===== src/rtl/btn_debounce_if.sv =====
// -----------------------------------------------------------------------------
// btn_debounce_if
//   Signal bundle between the raw push-button pads / CPU event logic and the
//   btn_debounce block.
//
//   Signals (all NUM_BTN wide unless noted), bit order {BTND, BTNU, BTNR, BTNL}:
//     BTN_IN    raw asynchronous pad levels
//     EVT_ACK   per-bit clear of the sticky event flags
//     BTN_LVL   debounced level
//     BTN_PRESS one-cycle pulse per accepted press (and per auto-repeat)
//     BTN_EVT   sticky press flags
//     EVT_ANY   1 bit, OR of BTN_EVT (registered)
//
//   Modports:
//     master - pad / CPU side: drives BTN_IN and EVT_ACK
//     slave  - debouncer side: drives the level, pulse and event outputs
// -----------------------------------------------------------------------------
interface btn_debounce_if #(
    parameter int NUM_BTN = 4
);
    logic [NUM_BTN-1:0] BTN_IN;
    logic [NUM_BTN-1:0] EVT_ACK;
    logic [NUM_BTN-1:0] BTN_LVL;
    logic [NUM_BTN-1:0] BTN_PRESS;
    logic [NUM_BTN-1:0] BTN_EVT;
    logic               EVT_ANY;

    modport master (
        output BTN_IN,
        output EVT_ACK,
        input  BTN_LVL,
        input  BTN_PRESS,
        input  BTN_EVT,
        input  EVT_ANY
    );

    modport slave (
        input  BTN_IN,
        input  EVT_ACK,
        output BTN_LVL,
        output BTN_PRESS,
        output BTN_EVT,
        output EVT_ANY
    );
endinterface


===== src/rtl/btn_debounce.sv =====
// -----------------------------------------------------------------------------
// btn_debounce
//   Synchronises and debounces NUM_BTN push-buttons in the SoC clock domain.
//   Per button it produces a clean level, a one-cycle press pulse and a sticky
//   event flag that stays set until the CPU acknowledges it.
//
//   Ports:
//     CLK  in   single clock (SoC clock, ~195 kHz)
//     RST  in   synchronous active-high reset
//     bus  slave modport of btn_debounce_if:
//            BTN_IN (in), EVT_ACK (in), BTN_LVL, BTN_PRESS, BTN_EVT, EVT_ANY (out)
//
//   Optional feature macro: BTN_AUTOREPEAT_EN
//     defined   - a held button emits extra BTN_PRESS pulses REPEAT_DELAY
//                 cycles after the press, then every REPEAT_PERIOD cycles.
//     undefined - exactly one pulse per debounced press; REPEAT_* unused.
//
//   Each button runs its own FSM:
//     RELEASED -> PRESS_WAIT -> HELD -> REL_WAIT -> RELEASED
//   A level change is accepted once s2 has shown the new value on
//   DEBOUNCE_CYCLES+1 consecutive edges, giving DEBOUNCE_CYCLES+3 edges of
//   latency from the pad including the 2-flop synchroniser.
// -----------------------------------------------------------------------------
module btn_debounce #(
    parameter int NUM_BTN         = 4,
    parameter int DEBOUNCE_CYCLES = 2048,
    parameter int CNT_W           = 12,
    parameter int REPEAT_DELAY    = 4095,
    parameter int REPEAT_PERIOD   = 1024
) (
    input  logic          CLK,
    input  logic          RST,
    btn_debounce_if.slave bus
);

    // Configurations whose compare values do not fit the counter are rejected
    // at elaboration rather than silently truncated.
    if ((DEBOUNCE_CYCLES < 2) || (REPEAT_DELAY < 1) || (REPEAT_PERIOD < 1) ||
        ((1 << CNT_W) < DEBOUNCE_CYCLES) ||
        ((1 << CNT_W) < REPEAT_DELAY) ||
        ((1 << CNT_W) < REPEAT_PERIOD)) begin : g_bad_cfg
        $error("btn_debounce: illegal DEBOUNCE_CYCLES / REPEAT_* / CNT_W combination");
    end

    localparam logic [CNT_W-1:0] DEB_LAST = CNT_W'(DEBOUNCE_CYCLES - 1);
`ifdef BTN_AUTOREPEAT_EN
    localparam logic [CNT_W-1:0] RPT_DELAY_LAST  = CNT_W'(REPEAT_DELAY - 1);
    localparam logic [CNT_W-1:0] RPT_PERIOD_LAST = CNT_W'(REPEAT_PERIOD - 1);
`endif

    typedef enum logic [1:0] {
        RELEASED   = 2'd0,
        PRESS_WAIT = 2'd1,
        HELD       = 2'd2,
        REL_WAIT   = 2'd3
    } state_t;

    logic [NUM_BTN-1:0] s1_reg;
    logic [NUM_BTN-1:0] s2_reg;
    logic [NUM_BTN-1:0] press_fire;   // a pulse is being produced on this edge
    logic [NUM_BTN-1:0] lvl_vec;
    logic [NUM_BTN-1:0] press_vec;
    logic [NUM_BTN-1:0] evt_reg;
    logic [NUM_BTN-1:0] evt_next;
    logic               evt_any_reg;

    // Two-flop synchroniser for the asynchronous pads.
    always_ff @(posedge CLK) begin
        if (RST) begin
            s1_reg <= '0;
            s2_reg <= '0;
        end else begin
            s1_reg <= bus.BTN_IN;
            s2_reg <= s1_reg;
        end
    end

    generate
        for (genvar gi = 0; gi < NUM_BTN; gi++) begin : g_btn
            state_t           state_reg;
            logic [CNT_W-1:0] cnt_reg;
            logic             lvl_reg;
            logic             press_reg;
            logic             deb_fire;

            // Debounce accepted on this edge: last counted cycle with s2 still high.
            assign deb_fire = (state_reg == PRESS_WAIT) && s2_reg[gi] &&
                              (cnt_reg == DEB_LAST);

`ifdef BTN_AUTOREPEAT_EN
            logic [CNT_W-1:0] rpt_reg;
            logic             rpt_phase_reg;   // 0: waiting for first repeat, 1: periodic
            logic [CNT_W-1:0] rpt_last;
            logic             rpt_fire;

            always_comb begin
                rpt_last = rpt_phase_reg ? RPT_PERIOD_LAST : RPT_DELAY_LAST;
            end

            // Repeats only fire while the button is settled in HELD and stays
            // high; during REL_WAIT the timer saturates so a quickly recovered
            // glitch fires the overdue repeat on return to HELD.
            assign rpt_fire = (state_reg == HELD) && s2_reg[gi] &&
                              (rpt_reg == rpt_last);
            assign press_fire[gi] = deb_fire | rpt_fire;
`else
            assign press_fire[gi] = deb_fire;
`endif

            always_ff @(posedge CLK) begin
                if (RST) begin
                    state_reg <= RELEASED;
                    cnt_reg   <= '0;
                    lvl_reg   <= 1'b0;
                    press_reg <= 1'b0;
`ifdef BTN_AUTOREPEAT_EN
                    rpt_reg       <= '0;
                    rpt_phase_reg <= 1'b0;
`endif
                end else begin
                    press_reg <= press_fire[gi];
                    case (state_reg)
                        RELEASED: begin
                            if (s2_reg[gi]) begin
                                state_reg <= PRESS_WAIT;
                                cnt_reg   <= '0;
                            end
                        end
                        PRESS_WAIT: begin
                            if (!s2_reg[gi]) begin
                                state_reg <= RELEASED;
                            end else if (cnt_reg == DEB_LAST) begin
                                state_reg <= HELD;
                                lvl_reg   <= 1'b1;
                            end else begin
                                cnt_reg <= cnt_reg + 1'b1;
                            end
                        end
                        HELD: begin
                            if (!s2_reg[gi]) begin
                                state_reg <= REL_WAIT;
                                cnt_reg   <= '0;
                            end
                        end
                        REL_WAIT: begin
                            if (s2_reg[gi]) begin
                                state_reg <= HELD;
                            end else if (cnt_reg == DEB_LAST) begin
                                state_reg <= RELEASED;
                                lvl_reg   <= 1'b0;
                            end else begin
                                cnt_reg <= cnt_reg + 1'b1;
                            end
                        end
                        default: begin
                            state_reg <= RELEASED;
                        end
                    endcase
`ifdef BTN_AUTOREPEAT_EN
                    if (deb_fire) begin
                        rpt_reg       <= '0;
                        rpt_phase_reg <= 1'b0;
                    end else if ((state_reg == HELD) || (state_reg == REL_WAIT)) begin
                        if (rpt_fire) begin
                            rpt_reg       <= '0;
                            rpt_phase_reg <= 1'b1;
                        end else if (rpt_reg != rpt_last) begin
                            rpt_reg <= rpt_reg + 1'b1;
                        end
                    end
`endif
                end
            end

            assign lvl_vec[gi]   = lvl_reg;
            assign press_vec[gi] = press_reg;
        end
    endgenerate

    // Set has priority over ack, so a press coinciding with an ack is not lost.
    assign evt_next = press_fire | (evt_reg & ~bus.EVT_ACK);

    always_ff @(posedge CLK) begin
        if (RST) begin
            evt_reg     <= '0;
            evt_any_reg <= 1'b0;
        end else begin
            evt_reg     <= evt_next;
            evt_any_reg <= |evt_next;
        end
    end

    assign bus.BTN_LVL   = lvl_vec;
    assign bus.BTN_PRESS = press_vec;
    assign bus.BTN_EVT   = evt_reg;
    assign bus.EVT_ANY   = evt_any_reg;

endmodule


===== src/flat_wrapper.sv =====
// flat-port wrapper written by rule: the top's interface ports become plain ports
module btn_debounce_flat 
#(
    parameter int NUM_BTN         = 4,
    parameter int DEBOUNCE_CYCLES = 2048,
    parameter int CNT_W           = 12,
    parameter int REPEAT_DELAY    = 4095,
    parameter int REPEAT_PERIOD   = 1024
)
  (CLK, RST, bus_BTN_IN, bus_EVT_ACK, bus_BTN_LVL, bus_BTN_PRESS, bus_BTN_EVT, bus_EVT_ANY);
  btn_debounce_if #(.NUM_BTN(NUM_BTN)) bus_i ();
  input  logic CLK;
  input  logic RST;
  input wire logic [$bits(bus_i.BTN_IN)-1:0] bus_BTN_IN;
  input wire logic [$bits(bus_i.EVT_ACK)-1:0] bus_EVT_ACK;
  output wire logic [$bits(bus_i.BTN_LVL)-1:0] bus_BTN_LVL;
  output wire logic [$bits(bus_i.BTN_PRESS)-1:0] bus_BTN_PRESS;
  output wire logic [$bits(bus_i.BTN_EVT)-1:0] bus_BTN_EVT;
  output wire logic [$bits(bus_i.EVT_ANY)-1:0] bus_EVT_ANY;
  assign bus_i.BTN_IN = bus_BTN_IN;
  assign bus_i.EVT_ACK = bus_EVT_ACK;
  assign bus_BTN_LVL = bus_i.BTN_LVL;
  assign bus_BTN_PRESS = bus_i.BTN_PRESS;
  assign bus_BTN_EVT = bus_i.BTN_EVT;
  assign bus_EVT_ANY = bus_i.EVT_ANY;
  btn_debounce #(.NUM_BTN(NUM_BTN), .DEBOUNCE_CYCLES(DEBOUNCE_CYCLES), .CNT_W(CNT_W), .REPEAT_DELAY(REPEAT_DELAY), .REPEAT_PERIOD(REPEAT_PERIOD)) u_core (.CLK(CLK), .RST(RST), .bus(bus_i));
endmodule

===== config.mk =====
export PLATFORM = sky130hd
export DESIGN_NAME = btn_debounce_flat
export DESIGN_NICKNAME = d
export VERILOG_FILES = /design/src/rtl/btn_debounce_if.sv /design/src/rtl/btn_debounce.sv /design/src/flat_wrapper.sv
export SDC_FILE = /design/constraint.sdc
export NUM_CORES = 1
export LEC_CHECK = 0
export BUFFER_PORTS_ARGS = -buffer_cell sky130_fd_sc_hd__buf_2
export CORE_UTILIZATION = 30
export DETAILED_ROUTE_END_ITERATION = 8
export SYNTH_ARGS = -nofsm -noshare
export SYNTH_HDL_FRONTEND = slang
export SYNTH_SLANG_ARGS = --single-unit

===== constraint.sdc =====
create_clock -name CLK -period 2 [get_ports CLK]
set_input_delay 0.6 -clock CLK [delete_from_list [all_inputs] [get_ports CLK]]
set_output_delay 0.6 -clock CLK [all_outputs]
set_load 0.02 [all_outputs]

==> flow_metrics.py <==
metrics = {
    "timing": {
        "period_needed_ns": 1.905,
        "clock.fmax_mhz": 524.9,
        "layout_worst_path_cycle_share_pct": 95.26,
        "fin_setup_tns_ns": 0,
        "maxSlewHeadroom_pct": 49.52,
        "hold_viol_final": 0,
        "setup_slack_ns": 0.09471,
        "slew_viol_final": 0,
        "finalSetupViolations": 0,
        "skew_ns": 0.01138,
        "rsz0062_at_grt": "false",
        "tightest_slew_ns": 0.7493,
    },
    "global_route": {
        "grtUsageTotal_pct": 13.67,
        "met2_usage_pct": 22.30,
        "top_usage_layer": "met2",
        "grt_use_met1_pct": 17.15,
        "grt_max_degree": 31,
        "overflow": 0,
        "grt_use_met3_pct": 2.946,
        "grt_pass1_vias": 3110,
        "grt_pass1_wl_mm": 14.21,
        "antenna_found_initial": 1,
    },
    "setup_path": {
        "crit_path_end_kind": "register",
        "critPathMaxFanout": 7,
        "rr_startpoint": "u_core.g_btn[1].cnt_reg[6]",
        "crit_slowest_cell": "or4b_2",
        "cp.required_ns": 2.21,
        "critPathMaxStageDelay_ns": 0.75,
        "arrival_ns": 2.12,
        "r2r_cells": 4,
        "critical_path.startpoint": "u_core.g_btn[1].cnt_reg[6]",
        "criticalPathCategory": "reg2reg",
        "start_kind": "register",
        "r2r_slack_ns": 0.09,
        "crit_path_cell_trace": "nand4_1, or4b_2, o211ai_1, o31ai_1",
        "regToRegEndpoint": "u_core.g_btn[1].cnt_reg[10]",
    },
    "cts": {
        "path_clk_slew_ns": 0.06,
        "tritoncts": "built",
        "cts_root_buffer": "clkbuf_16",
        "cts-htree-levels": 3,
        "cts_buffer_depth": 2,
        "numClockSinks": 77,
        "clock_latency_ns": 0.33,
        "ctsHoldBuffers": 0,
        "numCtsBuffers": 9,
    },
    "detailed_routing": {
        "wire_per_inst_um": 13.37,
        "routed_via_density": 5.306,
        "drtIter0Drc": 207,
        "wl_mm": 8.224,
        "drcViolationCount": 0,
        "ant_nets": 0,
        "first_pass_iters": 4,
        "vias": 3263,
    },
    "floorplanning": {
        "die_area_um2": 12710,
        "fp.coreArea_um2": 11960,
        "io_pins": 23,
        "rows": 40,
        "fp.dieH_um": 112.8,
        "initial_core_util_pct": 30.76,
        "dieWidth_um": 112.8,
    },
    "placement": {
        "portBuffers": 22,
        "hpwl_mm": 5.881,
        "gp_congestion": 0.8368,
        "dp_slack_ns": 0.1140,
        "dp.cells": 598,
    },
    "synth": {
        "yosysSeqAreaShare_pct": 41.89,
        "synth_mux_area_share_pct": 2.482,
        "synthArstFlopShare_pct": 0,
        "synth_cells": 428,
        "ys_ff_latch": 77,
        "synth-compound-area-share_pct": 19.82,
        "synth_edf_count": 0,
        "synth_warnings": 0,
        "synth_nets": 442,
        "avgSynthCellArea_um2": 8.598,
        "synth_fa_ha_area_share_pct": 1.360,
        "synth_ff_type": "dfxtp_1",
        "synth-xor-area-share_pct": 2.142,
        "synth_top_family_by_area": "simple AND/OR/NAND/NOR gates",
        "synth_area_um2": 3680,
        "ys_types": 55,
        "yosys.area_share.simple_pct": 27.27,
    },
    "power_and_ir_drop": {
        "power.density_nw_per_um2": 781.5,
        "leakagePower_nw": 1.550,
        "ir_drop_mv": 0.4249,
    },
    "layout": {
        "diodes": 0,
        "fin_nets": 477,
        "final_cell_count_no_fill": 615,
        "layout-drive-gt1-share_pct": 14.10,
        "areaGrowthSynthToFinish_pct": 17.89,
        "final_common_cell": "dfxtp_1",
        "largest_register_ffs": 48,
        "layout_common_cells": "dfxtp_1 (77), nand2_1 (41), a21oi_1 (34)",
    },
    "outcome": {
        "status": "finished clean",
    },
    "worst_hold_path": {
        "hold_path_class": "reg2reg",
        "whs_path_depth": 1,
        "worstHoldStart": "u_core.s1_reg[3]",
        "min_to": "u_core.s2_reg[3]",
    },
    "flow_run": {
        "maxCapViolations": 0,
    },
}
per-stage QoR:
stage | area, um^2 | hold WS (ns) | utilization (%) | power (W)
CTS | 4330 | 0.4344 | 36.20 | 0.003431
finish | 4338 | 0.4318 | 36.27 | 0.003390
global route | 4338 | 0.4534 | 36.27 | 0.003521
global placement | 4026 | 0.4188 | 33.66 | 0.001781
floorplan | 3680 | 0.4138 | - | 0.001728
detailed placement | 4026 | 0.4226 | 33.66 | 0.001783
cells by family after synthesis:
family / count (synthesis)
AOI/OAI and AO/OA: 114
xor gates and xnor gates: 9
buffers and inverters: 38
and+or+nand+nor: 177
muxes: 9
adders and majority gates: 4
DFF: 77
worst max path at each step:
stage | endpoint | slack (ns) | cells after the start
2_1_floorplan | u_core.g_btn[1].cnt_reg[10] | 0.16 | 5
3_3_place_gp | u_core.g_btn[1].cnt_reg[10] | 0.18 | 5
3_5_place_dp | u_core.g_btn[1].cnt_reg[10] | 0.11 | 5
4_1_cts | u_core.g_btn[1].cnt_reg[10] | 0.1 | 5
5_1_grt | u_core.g_btn[1].cnt_reg[10] | 0.02 | 4
6_report | u_core.g_btn[1].cnt_reg[10] | 0.09 | 4
critical path: cells and delay by family (launching register included):
family	cells	cell delay (ns)
AO/OA/AOI/OAI	2	0.32
flip-flops	1	0.44
AND/OR/NAND/NOR	2	1.04
synth_stat cells (3+ instances only):
cell type,count,share of area (%)
dfxtp_1,77,42
nand2_1,41,4.2
a21oi_1,34,4.6
o21ai_0,27,3.7
nand3_1,20,2.7
nor2_1,19,1.9
inv_1,18,1.8
or3_1,16,2.7
or4_1,14,2.9
nor2b_1,11,1.9
nand4_1,9,1.5
o31ai_1,9,1.8
and3_1,8,1.4
buf_4,8,1.6
mux2i_1,8,2.2
nand2b_1,8,1.4
clkbuf_1,7,0.71
o211ai_1,7,1.4
o41ai_1,7,1.7
nor3_1,6,0.82
nor4_1,6,1.0
o21a_1,6,1.2
o311ai_0,5,1.2
xor2_1,5,1.2
and2_1,4,0.68
ha_1,4,1.4
xnor2_1,4,0.95
and4_1,3,0.71
buf_2,3,0.41
nand4b_1,3,0.71
o21ai_1,3,0.41
cell type report:
class / instances / area [um^2]
multi-input combinational: 313 / 1953
tap: 147 / 183.9
clock buffer: 13 / 260.3
clock inverter: 3 / 43.79
fill: 1216 / 7624
timing repair buffer: 44 / 287.8
inverter: 18 / 67.56
sequential: 77 / 1541
power by group:
part	internal, W	leakage (nW)	switching (W)
sequential	0.00156	0.623	0.0000215
combinational	0.0000658	0.777	0.000101
clock	0.00104	0.150	0.000606
timing repair:
item | 4_1_cts | 5_1_grt
setup buffers | 0 | 1
setup endpoints to repair | 0 | 3
gates resized for setup | 0 | 1
per-layer routing:
layer	vias up	share of wire (%)
met4	2	2.1
met1	1512	48
met3	12	4.4
li1	1664	-
met5	-	0.12
met2	73	46
Power figures use the tool's default switching activity.
